### config.mk
export PLATFORM = sky130hd
export DESIGN_NAME = heavyhash_xor_packer
export DESIGN_NICKNAME = d
export VERILOG_FILES = /design/src/rtl/heavyhash_xor_packer.sv
export SDC_FILE = /design/constraint.sdc
export NUM_CORES = 2
export LEC_CHECK = 0
export ABC_CLOCK_PERIOD_IN_PS = 24500
export CAP_MARGIN = 20
export CORE_AREA = 2 2 302 304
export DETAILED_ROUTE_END_ITERATION = 8
export DIE_AREA = 0 0 304 306
export RECOVER_POWER = 50
export REMOVE_ABC_BUFFERS = 1
export SLEW_MARGIN = 0
export SYNTH_ARGS = -nofsm -noshare
export SYNTH_HDL_FRONTEND = slang
export SYNTH_SLANG_ARGS = --single-unit
### constraint.sdc
create_clock -name clk -period 24.5 [get_ports clk]
set_clock_uncertainty 0.2 [all_clocks]
set_input_delay 2.45 -clock clk [delete_from_list [all_inputs] [get_ports clk]]
set_output_delay 2.45 -clock clk [all_outputs]
set_load 0.05 [all_outputs]
### src/rtl/heavyhash_xor_packer.sv
// Packs the 64 row-sum nibbles of one heavyhash multiply, XORs them with the
// original hash and writes the result into the hashout FIFO.
module heavyhash_xor_packer #(
  parameter int unsigned LANES  = 16,
  parameter int unsigned SUM_W  = 14,
  parameter int unsigned SHIFT  = 10,
  parameter int unsigned HASH_W = 256,
  parameter int unsigned BEATS  = HASH_W / (4 * LANES)
) (
  input  logic                   clk,
  input  logic                   rst,
  input  logic                   hash_in_valid,
  input  logic [HASH_W-1:0]      hash_in_data,
  output logic                   hash_in_ready,
  input  logic                   prod_valid,
  input  logic [LANES*SUM_W-1:0] prod_data,
  output logic                   prod_ready,
  input  logic                   out_full,
  output logic                   out_we,
  output logic [HASH_W-1:0]      out_data,
  output logic                   busy,
  output logic [31:0]            words_out
);

  localparam int unsigned CNT_W = (BEATS > 1) ? $clog2(BEATS) : 1;

  typedef enum logic [1:0] {
    IDLE,
    COLLECT,
    EMIT
  } state_t;

  state_t            state_q, state_d;
  logic [CNT_W-1:0]  beat_cnt_q, beat_cnt_d;
  logic [HASH_W-1:0] hash_q, hash_d;
  logic [HASH_W-1:0] nib_q, nib_d;
  logic              out_we_q, out_we_d;
  logic [HASH_W-1:0] out_data_q, out_data_d;
  logic [31:0]       words_out_q, words_out_d;

  // Only bits [SHIFT+3:SHIFT] of each lane are consumed.
  logic unused_prod_bits;
  assign unused_prod_bits = ^prod_data;

  always_comb begin
    state_d       = state_q;
    beat_cnt_d    = beat_cnt_q;
    hash_d        = hash_q;
    nib_d         = nib_q;
    out_we_d      = 1'b0;
    out_data_d    = out_data_q;
    words_out_d   = words_out_q;
    hash_in_ready = 1'b0;
    prod_ready    = 1'b0;

    case (state_q)
      IDLE: begin
        hash_in_ready = 1'b1;
        if (hash_in_valid) begin
          hash_d     = hash_in_data;
          beat_cnt_d = '0;
          state_d    = COLLECT;
        end
      end

      COLLECT: begin
        prod_ready = 1'b1;
        if (prod_valid) begin
          // Beat select by compare keeps every nibble slice at a constant offset.
          for (int unsigned b = 0; b < BEATS; b++) begin
            if (beat_cnt_q == CNT_W'(b)) begin
              for (int unsigned l = 0; l < LANES; l++) begin
                nib_d[(b*LANES + l)*4 +: 4] = prod_data[l*SUM_W + SHIFT +: 4];
              end
            end
          end
          beat_cnt_d = beat_cnt_q + CNT_W'(1);
          if (beat_cnt_q == CNT_W'(BEATS - 1)) begin
            state_d = EMIT;
          end
        end
      end

      EMIT: begin
        if (!out_full) begin
          out_we_d    = 1'b1;
          out_data_d  = nib_q ^ hash_q;
          words_out_d = words_out_q + 32'd1;
          state_d     = IDLE;
        end
      end

      default: begin
        state_d = IDLE;
      end
    endcase
  end

  always_ff @(posedge clk or posedge rst) begin
    if (rst) begin
      state_q     <= IDLE;
      beat_cnt_q  <= '0;
      hash_q      <= '0;
      nib_q       <= '0;
      out_we_q    <= 1'b0;
      out_data_q  <= '0;
      words_out_q <= '0;
    end else begin
      state_q     <= state_d;
      beat_cnt_q  <= beat_cnt_d;
      hash_q      <= hash_d;
      nib_q       <= nib_d;
      out_we_q    <= out_we_d;
      out_data_q  <= out_data_d;
      words_out_q <= words_out_d;
    end
  end

  assign out_we    = out_we_q;
  assign out_data  = out_data_q;
  assign words_out = words_out_q;
  assign busy      = (state_q != IDLE);

endmodule

==> out/results.md <==
Global routing
• 21000 — vias in the first global route
• 17.7% — overall global routing resource usage
• 17 — number of antenna violations at the first check in global routing
• 128000 µm — wire length of the first global-routing pass
• 0 — sum of overflow across all layers after global routing
• 223 — pin count of the biggest net entering global routing

Routing
• 4 — Pre-Repair DR Iteration Count
• 19.8 µm — Routed wire per std cell
• 82500 µm — Total Routed Length
• 988 — Initial DRC Count
• 19700 — total number of vias
• 4.73 — routed via count divided by cell count
• 0 — antenna-violating nets left
• 0 — DRC violation count after routing

Clock tree
• 0.62 ns — insertion delay of the later-clocked pin in the worst-skew pair
• sky130_fd_sc_hd__clkbuf_16 — Clk Tree Root Cell
• 805 — Sinks on Clock Net
• done — TritonCTS clock tree
• 0 — count of buffers added by post-CTS timing repair for setup
• 89 — total CTS buffers
• 0 — number of hold buffers added after CTS
• 3 — maximum buffer depth of the clock tree
• 0.06 ns — clock slew at reported path FFs
• 3 — H-tree depth
• 0 — cts repair resizes

Timing
• 0.0985 GHz — maximum clock frequency
• 5.45 ns — Least-Margin Pin Slew
• 0 — Final Hold Fails
• -266% — Max-Slew Margin vs Limit
• no — RSZ-0062 raised after global routing
• 41.4% — Tcrit/Tclk final
• 0 — Setup-failing EPs final
• 749 — final slew viol count
• 0 ns — Total Neg Setup Slack
• 10.16 ns — clock period minus worst slack

Critical path
• input pin — startpoint kind of the worst setup timing path
• in -> async — kind of critical path
• 10.56 ns — endpoint arrival time on the critical path
• 24.90 ns — data required time at the worst endpoint
• state_q[0] — critical register-to-register path startpoint
• async pin — Worst setup EP type
• 181 — maximum net fanout on the critical path
• 5 — number of cells on the worst reg-to-reg path
• rst — first element of the critical path

Synthesis
• sky130_fd_sc_hd__dfrtp_1 — Primary FF master, synth
• 31700 µm² — Cell Area, Synth
• 63.5% — post-synthesis sequential area ratio
• 805 x sky130_fd_sc_hd__dfrtp_1, 512 x sky130_fd_sc_hd__mux2_2, 284 x sky130_fd_sc_hd__xnor2_1, 271 x sky130_fd_sc_hd__nand2_1, 258 x sky130_fd_sc_hd__o21ai_0 — top cells by count, synth
• 0 — count of flip-flops with a built-in enable after synthesis
• sky130_fd_sc_hd__dfrtp_1 — most numerous cell in the Yosys netlist
• sky130_fd_sc_hd__dfrtp_1 64%, sky130_fd_sc_hd__mux2_2 18%, sky130_fd_sc_hd__xnor2_1 7.8%, sky130_fd_sc_hd__o21ai_0 4.1%, sky130_fd_sc_hd__nand2_1 3.2% — leading post-synthesis cells by cell area
• 0 — Yosys warnings
• 13.7 µm² — Mapped Avg Cell Area
• 100% — asr flop ratio synth
• 2320 — post-synthesis cell count
• 63.5% — share of Yosys cell area claimed by the top area cell type
• 30 — number of distinct library cells after synthesis
• 805 — number of register bits inferred by synthesis
• sky130_fd_sc_hd__dfrtp_1 — Yosys top cell by area

Power
• 2.17 mW — power dissipated by switching net loads
• 36.4% — switching share of power
• 18.4 nW — Static Leak
• 5.95 mW — total chip power
• 0.0833 mV — Max VDD drop
• 22.5% — power share of the clock group
• 38.0% — share of total power in combinational logic
• 3.78 mW — Cell Int Power
• 142 nW/µm² — power per cell area
• 39.5% — Seq pwr share

Worst hold path
• 1 — Worst Hold Depth
• reg -> reg — hold crit path type
• words_out[31] — startpoint of the most critical hold path

Cells and area
• 11000 µm² — combined area of the multi-input logic cells
• 7953 — filler cell count
• 20100 µm² — area taken by flip-flops and latches
• 3422 — final-stage net count
• 46.8% — final core area utilization
• 32.2% — Area Growth Syn to Fin
• 22.2% — share of layout cells above drive strength 1

Run
• 13 — Max-Cap Viols

Floorplanning
• 306 µm — die height
• 777 — Top Ports
• 93000 µm² — die area
• 304 µm — Die Wd
• 35.4% — Initial Utilization
• 89600 µm² — total core area
• 110 — standard-cell rows

Placed design
• 54900 µm — DPL Wire Length
• 616 — number of buffers added on ports
• 0.819 — routability-driven placement congestion ratio

Status
• capacitance limit, slew limit — violated checks
• finished with violations — run status

## logic make-up (layout without fill, tap and decap cells)
| family | Yosys count | in the layout | synth area share, % |
|---|---|---|---|
| flip-flops | 805 | 805 | 63.5 |
| multiplexers | 512 | 512 | 18.2 |
| AND/OR/NAND/NOR | 329 | 329 | 4.41 |
| XOR/XNOR | 287 | 287 | 7.92 |
| AO/OA/AOI/OAI | 260 | 260 | 4.12 |
| buffers and inverters | 122 | 795 | 1.67 |
| adder cells (fa/ha/maj) | 5 | 5 | 0.197 |
| other | 0 | 7 | 0 |
## flip-flops by register name (all words and copies together), names as in the netlist
name / cells
beat_cnt_q: 2
hash_q: 256
nib_q: 256
out_data: 256
out_we: 1
state_q: 2
words_out: 32
## worst max-delay path, cell delays in order
cell	delay [ns]
sky130_fd_sc_hd__dlygate4sd3_1	0.55
sky130_fd_sc_hd__clkinvlp_2	3.04
sky130_fd_sc_hd__clkbuf_1	2.49
sky130_fd_sc_hd__buf_4	0.97
sky130_fd_sc_hd__buf_12	0.69
## final cells by class
cell class,count,share of cell area [%]
multi-input combinational,1393,26.3
timing repair buffer,636,15.1
clock inverter,28,0.901
inverter,7,0.0656
clock buffer,124,6.10
sequential,805,48.0
tap,1176,3.51
antenna,7,0.0418
## power groups by stage
stage | registers, mW | clock network, mW | logic, mW
after CTS | 2.36 | 1.38 | 2.35
after detailed placement | 2.38 | 0 | 2.34
final | 2.35 | 1.34 | 2.26
after global placement | 2.35 | 0 | 2.30
after global routing | 2.43 | 1.44 | 2.42
after floorplan | 2.94 | 0 | 1.06
## layer usage
metal,wire length (µm),up-vias,global-route usage (%)
li1,-,9133,-
met1,32600,9974,20.8
met2,41400,475,30.4
met3,6200,133,5.88
met4,2200,20,5.91
met5,138,-,0
## placed cells by master (no fill, tap or decap), types with 3 or more instances in the layout
cell type / Yosys / routed
sky130_fd_sc_hd__and3_1: 5 / 5
sky130_fd_sc_hd__clkbuf_1: 62 / 22
sky130_fd_sc_hd__nor3_1: 2 / 3
sky130_fd_sc_hd__bufinv_16: 0 / 7
sky130_fd_sc_hd__diode_2: 0 / 7
sky130_fd_sc_hd__dlygate4sd3_1: 0 / 292
sky130_fd_sc_hd__clkdlybuf4s50_1: 0 / 324
sky130_fd_sc_hd__clkbuf_8: 0 / 20
sky130_fd_sc_hd__dfrtp_1: 805 / 805
sky130_fd_sc_hd__nand2_1: 271 / 274
sky130_fd_sc_hd__clkbuf_16: 0 / 89
sky130_fd_sc_hd__buf_4: 0 / 10
sky130_fd_sc_hd__buf_12: 0 / 3
sky130_fd_sc_hd__nand3_1: 14 / 14
sky130_fd_sc_hd__mux2_2: 512 / 511
sky130_fd_sc_hd__xor2_1: 3 / 3
sky130_fd_sc_hd__o21ai_0: 258 / 258
sky130_fd_sc_hd__clkinv_2: 0 / 14
sky130_fd_sc_hd__inv_1: 7 / 6
sky130_fd_sc_hd__nand4_1: 14 / 14
sky130_fd_sc_hd__xnor2_1: 284 / 284
sky130_fd_sc_hd__ha_1: 5 / 5
sky130_fd_sc_hd__nor2_1: 4 / 5
## stage by stage
step	area [µm²]	setup slack, ns	hold WS [ns]	cells
floorplan	31200	-0.757	0.298	2205
global placement	39100	18.07	0.264	4016
detailed placement	39100	17.94	0.262	4016
CTS	42000	18.63	0.274	4168
global route	41900	12.85	0.299	4174
finish	41900	14.34	0.268	4176
## worst paths after layout
kind | end | slack (ns)
min reg2reg | words_out[31] | 0.27
min in group asynchronous | out_we | 3.80
max in group clk | hash_q[56] | 14.86
max reg2reg | hash_q[56] | 16.57
max | nib_q[70] | 14.34
min | words_out[31] | 0.27
(Power assumes the default switching activity.)
